`src/rtl/mux_nx1_reg_if.sv`:
```
// Lane bus for mux_nx1_reg: flattened input lanes, select, clock enables and the selected result.
// SEL_ERR is present only when MUX_NX1_ILLEGAL_SEL_FLAG_EN is defined.
interface mux_nx1_reg_if #(
    parameter int WIDTH  = 48,
    parameter int NUM_IN = 8
);
    localparam int SEL_W = (NUM_IN > 2) ? $clog2(NUM_IN) : 1;

    logic [NUM_IN*WIDTH-1:0] IN;
    logic [SEL_W-1:0]        SEL;
    logic                    CESEL;
    logic                    CEOUT;
    logic [WIDTH-1:0]        OUT;
    logic [SEL_W-1:0]        SEL_Q;
`ifdef MUX_NX1_ILLEGAL_SEL_FLAG_EN
    logic                    SEL_ERR;

    modport master (output IN, SEL, CESEL, CEOUT, input OUT, SEL_Q, SEL_ERR);
    modport slave  (input IN, SEL, CESEL, CEOUT, output OUT, SEL_Q, SEL_ERR);
`else
    modport master (output IN, SEL, CESEL, CEOUT, input OUT, SEL_Q);
    modport slave  (input IN, SEL, CESEL, CEOUT, output OUT, SEL_Q);
`endif
endinterface

```
`src/rtl/mux_nx1_reg.sv`:
```
// N-input lane mux with optional select/output registers; MUX_NX1_ILLEGAL_SEL_FLAG_EN adds SEL_ERR.
// Latency: data SELREG-independent OUTREG cycles, select SELREG+OUTREG cycles.
// No backpressure: CESEL/CEOUT clock enables hold their registers.
module mux_nx1_reg #(
    parameter int WIDTH   = 48,
    parameter int NUM_IN  = 8,
    parameter int SELREG  = 1,
    parameter int OUTREG  = 1,
    parameter int RST_SEL = 0
) (
    input logic          CLK,
    input logic          RST,
    mux_nx1_reg_if.slave bus
);
    localparam int SEL_W = (NUM_IN > 2) ? $clog2(NUM_IN) : 1;

    if (NUM_IN < 2) begin : g_bad_num_in
        $error("mux_nx1_reg: NUM_IN must be at least 2");
    end
    if (RST_SEL >= NUM_IN) begin : g_bad_rst_sel
        $error("mux_nx1_reg: RST_SEL must be below NUM_IN");
    end
    if (SELREG != 0 && SELREG != 1) begin : g_bad_selreg
        $error("mux_nx1_reg: SELREG must be 0 or 1");
    end
    if (OUTREG != 0 && OUTREG != 1) begin : g_bad_outreg
        $error("mux_nx1_reg: OUTREG must be 0 or 1");
    end

    logic [SEL_W-1:0] sel_q, sel_d, sel_eff;
    logic [WIDTH-1:0] out_q, out_d, mux_d;

    always_comb begin
        sel_eff = (SELREG == 1) ? sel_q : bus.SEL;
        sel_d   = bus.CESEL ? bus.SEL : sel_q;
        // Unmatched (illegal) selects fall through to zero data.
        mux_d   = '0;
        for (int k = 0; k < NUM_IN; k++) begin
            if (sel_eff == SEL_W'(k)) begin
                mux_d = bus.IN[k*WIDTH +: WIDTH];
            end
        end
        out_d   = bus.CEOUT ? mux_d : out_q;
    end

`ifdef MUX_NX1_ILLEGAL_SEL_FLAG_EN
    logic err_q, err_d, sel_bad;

    always_comb begin
        sel_bad = (32'(sel_eff) >= 32'(NUM_IN));
        err_d   = bus.CEOUT ? sel_bad : err_q;
    end

    assign bus.SEL_ERR = (OUTREG == 1) ? err_q : sel_bad;
`endif

    always_ff @(posedge CLK) begin
        if (RST) begin
            sel_q <= SEL_W'(RST_SEL);
            out_q <= '0;
`ifdef MUX_NX1_ILLEGAL_SEL_FLAG_EN
            err_q <= 1'b0;
`endif
        end else begin
            sel_q <= sel_d;
            out_q <= out_d;
`ifdef MUX_NX1_ILLEGAL_SEL_FLAG_EN
            err_q <= err_d;
`endif
        end
    end

    assign bus.OUT   = (OUTREG == 1) ? out_q : mux_d;
    assign bus.SEL_Q = sel_eff;
endmodule

```
`src/flat_wrapper.sv`:
```
// flat-port wrapper written by rule: the top's interface ports become plain ports
module mux_nx1_reg_flat 
#(
    parameter int WIDTH   = 48,
    parameter int NUM_IN  = 8,
    parameter int SELREG  = 1,
    parameter int OUTREG  = 1,
    parameter int RST_SEL = 0
)
  (CLK, RST, bus_IN, bus_SEL, bus_CESEL, bus_CEOUT, bus_OUT, bus_SEL_Q);
  mux_nx1_reg_if #(.WIDTH(WIDTH), .NUM_IN(NUM_IN)) bus_i ();
  input logic CLK;
  input logic RST;
  input wire logic [$bits(bus_i.IN)-1:0] bus_IN;
  input wire logic [$bits(bus_i.SEL)-1:0] bus_SEL;
  input wire logic [$bits(bus_i.CESEL)-1:0] bus_CESEL;
  input wire logic [$bits(bus_i.CEOUT)-1:0] bus_CEOUT;
  output wire logic [$bits(bus_i.OUT)-1:0] bus_OUT;
  output wire logic [$bits(bus_i.SEL_Q)-1:0] bus_SEL_Q;
  assign bus_i.IN = bus_IN;
  assign bus_i.SEL = bus_SEL;
  assign bus_i.CESEL = bus_CESEL;
  assign bus_i.CEOUT = bus_CEOUT;
  assign bus_OUT = bus_i.OUT;
  assign bus_SEL_Q = bus_i.SEL_Q;
  mux_nx1_reg #(.WIDTH(WIDTH), .NUM_IN(NUM_IN), .SELREG(SELREG), .OUTREG(OUTREG), .RST_SEL(RST_SEL)) u_core (.CLK(CLK), .RST(RST), .bus(bus_i));
endmodule
```
`config.mk`:
```
export PLATFORM = sky130hd
export DESIGN_NAME = mux_nx1_reg_flat
export DESIGN_NICKNAME = d
export VERILOG_FILES = /design/src/rtl/mux_nx1_reg_if.sv /design/src/rtl/mux_nx1_reg.sv /design/src/flat_wrapper.sv
export SDC_FILE = /design/constraint.sdc
export NUM_CORES = 1
export LEC_CHECK = 0
export CORE_AREA = 5 5 170 172
export DETAILED_ROUTE_END_ITERATION = 7
export DIE_AREA = 0 0 175 177
export DONT_BUFFER_PORTS = 1
export GPL_TIMING_DRIVEN = 0
export PLACE_DENSITY = 0.32
export SYNTH_ARGS = -nofsm -noshare
export SYNTH_HDL_FRONTEND = slang
export SYNTH_SLANG_ARGS = --single-unit
```
`constraint.sdc`:
```
create_clock -name CLK -period 2.1 [get_ports CLK]
set_input_delay 0.105 -clock CLK [delete_from_list [all_inputs] [get_ports CLK]]
set_output_delay 0.105 -clock CLK [all_outputs]
set_load 0.02 [all_outputs]
```
==> results of run 1 <==
stage by stage:
| stage | util | area (µm²) | TNS, ns | std cells |
|---|---|---|---|---|
| final | 0.218 | 5940 | 0 | 1087 |
| after floorplan | - | 5290 | 0 | 729 |
| after global placement | 0.209 | 5720 | -13.42 | 1075 |
| after global routing | 0.218 | 5940 | 0 | 1087 |
| after detailed placement | 0.209 | 5720 | -12.47 | 1075 |
| after CTS | 0.217 | 5930 | 0 | 1086 |
power by group:
part / leakage, nW / switching, mW / internal [mW] / total (mW)
Combinational: 1.69 / 0.646 / 0.399 / 1.04
Clock: 0.0628 / 0.431 / 0.433 / 0.864
Sequential: 0.422 / 0.186 / 1.05 / 1.24
state kept, by name, indices dropped and copies added, names as in the netlist:
| signal | flops |
|---|---|
| u_core.bus.SEL_Q | 3 |
| u_core.bus.OUT | 48 |
cell type report:
type / count / area (µm²)
Antenna cell: 1 / 2.50
Buffer: 72 / 427
Clock buffer: 6 / 129
Fill cell: 3139 / 21400
Inverter: 42 / 158
Multi-Input combinational cell: 564 / 3720
Sequential cell: 51 / 1020
Tap cell: 346 / 433
Timing Repair Buffer: 5 / 50.0
worst max-delay path, delay by kind of cell, from the launching register on:
kind                   cells  cell delay (ns)
AOI/OAI and AO/OA          3             0.34
buffers and inverters      2             0.79
DFF                        1             0.41
and+or+nand+nor            1             0.34
timing repair:
item                       in CTS  in global routing
hold buffers                    5                  0
resized for setup              14                 12
setup endpoints to repair      45                 26
hold endpoints to repair        4                  0
per-layer routing:
| layer | wire [µm] | global-route usage | vias to the layer above | share of wire |
|---|---|---|---|---|
| met5 | 0 | 0 | - | 0 |
| met4 | 510 | 0.0471 | 0 | 0.016 |
| met3 | 2210 | 0.0513 | 25 | 0.071 |
| met2 | 15800 | 0.344 | 294 | 0.51 |
| met1 | 12600 | 0.219 | 2631 | 0.40 |
| li1 | - | - | 2678 | - |
worst paths after layout:
path,startpoint,end,slack [ns],cells past startpoint
min,RST,u_core.bus.OUT[35]$_SDFFE_PP0P_,0.08,2
min reg2reg,u_core.bus.OUT[23]$_SDFFE_PP0P_,u_core.bus.OUT[23]$_SDFFE_PP0P_,0.56,2
max reg2reg,u_core.bus.SEL_Q[0]$_SDFFE_PP0P_,u_core.bus.OUT[20]$_SDFFE_PP0P_,0.11,6
max,u_core.bus.SEL_Q[0]$_SDFFE_PP0P_,u_core.bus.OUT[20]$_SDFFE_PP0P_,0.11,6
cells by family (layout without fill, tap and decap cells):
family	after synthesis	in the layout	share of synthesized area
AOI/OAI and AO/OA	271	271	0.308
buffers and inverters	114	125	0.107
DFF	51	51	0.193
muxes	144	144	0.277
other	0	1	0
and+or+nand+nor	149	149	0.115
cells in the mapped netlist (all sizes together):
cell type	count	share of area
mux2i	133	0.25
a21oi	117	0.11
nor2	88	0.063
o21ai	79	0.075
dfxtp	51	0.19
buf	46	0.058
nand2	44	0.031
inv	42	0.030
a221oi	39	0.065
clkbuf	26	0.018
a22oi	13	0.018
mux2	10	0.021
a211oi	6	0.0095
a221o	6	0.011
nand2b	6	0.0071
nor2b	5	0.0059
o221ai	3	0.0050
nand4	2	0.0024
nor3	2	0.0028
a31oi	1	0.0012
a32o	1	0.0019
a41oi	1	0.0017
mux4	1	0.0043
nand3b	1	0.0014
nor3b	1	0.0014
o2111a	1	0.0021
o211a	1	0.0019
o221a	1	0.0021
o22ai	1	0.0012
o32ai	1	0.0017
==> summary by stage, run 1 <==
Yosys
The register area share after synthesis is 0.193. The average instance in the mapped netlist occupies 7.26 µm². For this run, the number of Yosys warnings is 0.

The gate count of the mapped netlist is 729. After synthesis the cells add up to 5290 µm². The synthesized netlist contains 39 unique library cells. The number of storage elements in the synthesis netlist is 51. The post-synthesis net count is 1120.

Drt
The number of DRC markers in iteration 0 is 293. For this block, the routed nets add up to 31000 µm of wire. The routed layout has 5628 vias. The detailed-route DRC error count is 0. For this run, the detailed router's first-pass iteration total came to 5. Once detail routing completed, the nets flagged for antenna violations numbered 0. After detailed routing, the average wire length per cell comes to about 29 µm. The via density per instance is 5.18.

Placement
Buffers placed on the I/O ports in this run total 0. The detailed placement HPWL is between 20000 and 25000 µm. The worst setup slack before clock tree synthesis is -0.409 ns. The weighted congestion reported at the end of routability-driven placement is slightly below 0.8.

Global route
The sum of overflow across all layers after global routing is 0. The via count of the first global-routing pass was 6214. The number of antenna violations at the first check in global routing is 1. For this run, the total global-route usage over all layers was measured as 0.189.

The first-pass GRT wire length is 43100 µm. Entering global routing, the biggest net connects 14 pins.

Cells and area
The commonest non-fill, non-tap cell in the layout is mux2i_1. The count of nets after finishing is ~1100. The library cells used most frequently in the layout, excluding fill and tap cells, are mux2i_1 (132), a21oi_1 (117), nor2_1 (87).

The layout-stage area growth over the synthesis result is 12.3%. The share of final-layout standard cells stronger than drive strength 1 is 0.104.

CTS
The largest buffer count on any clock path is 2. TritonCTS created 5 clock buffers. The master cell of the clock root buffer is clkbuf_16. In this run the number of H-tree levels came out at 2. The total number of clock tree sinks is 51. TritonCTS built the clock tree. The post-CTS repair timing setup buffer count is 0. The clock insertion delay at the later pin of the skew report is 0.31 ns. The clock transition at the register clock pins on the worst setup and hold paths after CTS is 0.08 ns.

STA
For the pin with the worst max-slew slack, the measured transition is roughly 0.66 ns. The post-route clock skew is 0.00865 ns. The number of max-slew violations in the final report was 0. Hold is met by 0.0760 ns. The minimum clock period after layout is between 1.5 and 2 ns.

The total count of hold-check failures in the final report is 0. The final worst-path cycle share is 0.949. In the post-route analysis, the smallest setup slack over all paths is 0.108 ns. The worst max-slew margin expressed relative to the limit is 0.560. The number of failing setup endpoints in the final timing report is 0.

Setup repair after global routing left no endpoint under its margin. Derived from the worst setup path, the maximum achievable clock frequency is around 0.5 GHz.

Worst setup path
STA classifies the critical path endpoint as a register. The required time reported for the critical path endpoint is 2.29 ns. The master of the slowest instance on the critical path is clkbuf_1. Walking the worst path, the cells encountered are buf_4 > nor2_4 > clkbuf_1 > a21oi_1 > o21ai_0 > o21ai_1. Along the worst path, the maximum fanout reaches 10. The worst setup path is of the register to register kind.

The element type at the critical path start is a register. At the worst endpoint, the arrival time is 2.19 ns. The longest individual stage delay on the worst path is 0.55 ns.

Worst hold path
The classification of the worst-slack hold path is input pin to register.

Power
The total power draw is 3.15 mW. For this design the ratio of total power to cell area is 530 nW/µm². The analysis attributes to cell leakage a power of about 2.2 nW. The worst-case IR drop observed on VDD is 0.000265 V.

Die
The number of rows created at floorplan is 61. The I/O pin total is approximately 440. The area of the core is 27300 µm². The width of the die is 175 µm. The floorplan step set the die height to 177 µm. The starting density of the core is 0.194. The area of the die is 31000 µm².

Run
Max-cap violations in this run came to 0.

Status
The run finished with clean final reports.
Note: power is estimated with default switching activity, not from simulation.
==> run 2, diff against run 1 <==
--- a/config.mk
+++ b/config.mk
@@ -11,6 +11,7 @@
 export DONT_BUFFER_PORTS = 1
 export GPL_TIMING_DRIVEN = 0
 export PLACE_DENSITY = 0.32
+export RECOVER_POWER = 100
 export SYNTH_ARGS = -nofsm -noshare
 export SYNTH_HDL_FRONTEND = slang
 export SYNTH_SLANG_ARGS = --single-unit
==> summary by stage, run 2 (synthesized netlist as in run 1, its figures left out) <==
CTS
The master cell of the clock root buffer is clkbuf_16. The CTS buffer count came to 5 (unchanged). The clock tree from TritonCTS is yes. The post-CTS repair timing setup buffer count is 0 (unchanged). The largest buffer count on any clock path was 2 (unchanged). The clock insertion delay at the later pin of the skew report came to 0.31 ns (about the same). The number of H-tree levels was 2 (unchanged).

The total number of clock tree sinks came to 51 (unchanged). The clock transition at the register clock pins on the worst setup and hold paths after CTS is 0.08 ns (about the same).

Global route
The first-pass GRT wire length is 43100 µm (unchanged). The via count of the first global-routing pass is 6214 (unchanged). The total routing usage reported by global routing is 0.189 (unchanged).

The sum of overflow across all layers after global routing came to 0 (unchanged). The maximum number of pins on one net before global-route repair is 14 (unchanged). The number of antenna violations at the first check in global routing is 1 (unchanged).

Drt
The sum of routed wire segments on met1 is 12500 µm (-0.45%). The detailed-route via count is 5659 (+0.55%). The wire length per cell after detailed routing is 28.6 µm (about the same). The number of routed nets with antenna violations is 0 (unchanged). The routed wire length is 31000 µm (about the same). The number of DRC markers in iteration 0 is 307 (+4.8%). The total met2 wirelength after detailed routing came to 15800 µm (+0.34%).

The sum of met3 wire segment lengths after detailed routing is 2220 µm (+0.41%). The via density per instance is 5.21 (+0.55%). Routed signal wires occupy layers up through met4.

The detailed-routing iteration count for the pre-antenna-repair pass is 7 (+2). The detailed-route DRC error count is 0 (unchanged).

STA
The worst max-slew margin expressed relative to the limit is 0.564 (+0.00399). The highest attainable clock frequency was 0.504 GHz (+0.45%). The minimum clock period after layout was 1.98 ns (-0.00892 ns). Setup repair after global routing left no endpoint under its margin.

The final worst-path cycle share is 0.944 (-0.00425). The post-route clock skew is 0.00902 ns (+0.000370 ns). The number of max-slew violations in the final report is 0 (unchanged). The measured slew at the worst slew-check pin is 0.654 ns (-0.00598 ns).

The final total negative setup slack is 0 ns (unchanged). The worst path setup slack after routing is 0.117 ns (+0.00892 ns). The total count of hold-check failures in the final report is 0 (unchanged). The number of failing setup endpoints in the final timing report is 0 (unchanged).

Die
The area of the die is 31000 µm² (unchanged). The starting density of the core came to 0.194 (unchanged). The width of the die came to 175 µm (unchanged). The I/O pin total came to 442 (unchanged). The number of rows created at floorplan is 61 (unchanged). The die extent in y came to 177 µm (unchanged). The area of the core is 27300 µm² (unchanged).

Worst setup path
Broken down by cell family, the worst path's largest delay share belongs to buffers and inverters. The total buffers and inverters traversed by the critical path is 2 (unchanged). The element type at the critical path start is a register. The critical path class is register to register.

The required time reported for the critical path endpoint is 2.29 ns (about the same). The worst setup path is captured at a register. The length in cells of the worst reg-to-reg path came to 6 (unchanged). The count of cell instances traversed by the critical path is 6 (unchanged).

The worst endpoint data arrival time is 2.18 ns (about the same). The longest individual stage delay on the worst path was 0.54 ns (about the same). Traced cell by cell, the critical path runs through buf_4 > nor2_4 > clkbuf_1 > a21oi_1 > o21ai_0 > o21ai_1. The worst-path maximum fanout came to 10 (unchanged).

The master of the slowest instance on the critical path is clkbuf_1.

Power
The total power draw came to 3.14 mW (-0.39%). The areal power density over the cells is 528 nW/µm² (-0.32%). The leakage power summed over all cells came to 2.16 nW (-0.35%). The maximum VDD drop is 0.000264 V (-0.37%).

Placement
The weighted congestion reported at the end of routability-driven placement is 0.786 (unchanged). The area after detailed placement is 5720 µm² (unchanged). The count of input and output buffers is 0 (unchanged). The worst setup slack before clock tree synthesis is -0.409 ns (unchanged). The detailed placement HPWL was 24900 µm (unchanged). The number of cells after detailed placement is 1075 (unchanged).

Cells and area
The library cell used most frequently in the layout, excluding fill and tap cells, is mux2i_1. The number of fill cells in the layout is 3139 (unchanged). The count of nets after finishing is 1132 (unchanged). The finished layout cell area came to 5940 µm² (about the same). The multi-input gate area in the final layout is 3720 µm² (unchanged). The final instance count without filler cells came to 1087 (unchanged).

Leaving out fill and tap cells, the most frequent cells in the layout are mux2i_1 (132), a21oi_1 (117), nor2_1 (87). The area of all sequential standard cells is 1020 µm² (unchanged). The layout-stage area growth over the synthesis result was 12.3% (about the same). The number of flip-flops in the largest register is 48 (unchanged).

The share of final-layout standard cells stronger than drive strength 1 was 0.103 (-0.00135).

Run
The total of max-cap violations was 0 (unchanged).

Worst hold path
The number of cells traversed by the worst hold path is 2 (unchanged). The path class of the tightest hold or removal check is input pin to register.

Status
The run finished with clean final reports.
-- run 2: timing repair --
| item | 4_1_cts | 5_1_grt |
|---|---|---|
| endpoints found under the setup margin | 45 | 26 |
| endpoints found under the hold margin | 4 | 0 |
| gates resized for setup | 14 | 12 |
| gates cloned | 0 | 0 |
| hold buffers | 5 | 0 |
-- run 2: layout make-up --
type / instances / area share
Antenna cell: 1 / 0.000421
Buffer: 72 / 0.0712
Clock buffer: 6 / 0.0217
Inverter: 42 / 0.0265
Multi-Input combinational cell: 564 / 0.626
Sequential cell: 51 / 0.173
Tap cell: 346 / 0.0729
Timing Repair Buffer: 5 / 0.00843
-- run 2: report_power, final --
group	total [mW]	switching (mW)	internal [mW]
clock	0.862	0.429	0.433
sequential	1.24	0.186	1.05
combinational	1.03	0.640	0.394
-- run 2: path summary, 6_finish.rpt --
path                                    start                         endpoint  slack, ns
max reg2reg  u_core.bus.SEL_Q[0]$_SDFFE_PP0P_  u_core.bus.OUT[20]$_SDFFE_PP0P_       0.12
max          u_core.bus.SEL_Q[0]$_SDFFE_PP0P_  u_core.bus.OUT[20]$_SDFFE_PP0P_       0.12
min reg2reg   u_core.bus.OUT[17]$_SDFFE_PP0P_  u_core.bus.OUT[17]$_SDFFE_PP0P_       0.56
min                               bus_IN[352]  u_core.bus.OUT[16]$_SDFFE_PP0P_       0.08
-- run 2: stage by stage --
| step | hold WS [ns] | util |
|---|---|---|
| detailed placement | 0.266 | 0.209 |
| finish | 0.0753 | 0.217 |
| global placement | 0.267 | 0.209 |
| global route | 0.0668 | 0.217 |
| CTS | 0.0555 | 0.217 |
| floorplan | 0.252 | - |
-- run 2: layer usage --
layer	vias to the layer above	track usage
li1	2678	-
met3	23	0.0513
met1	2656	0.219
met4	0	0.0471
met2	302	0.344
met5	-	0
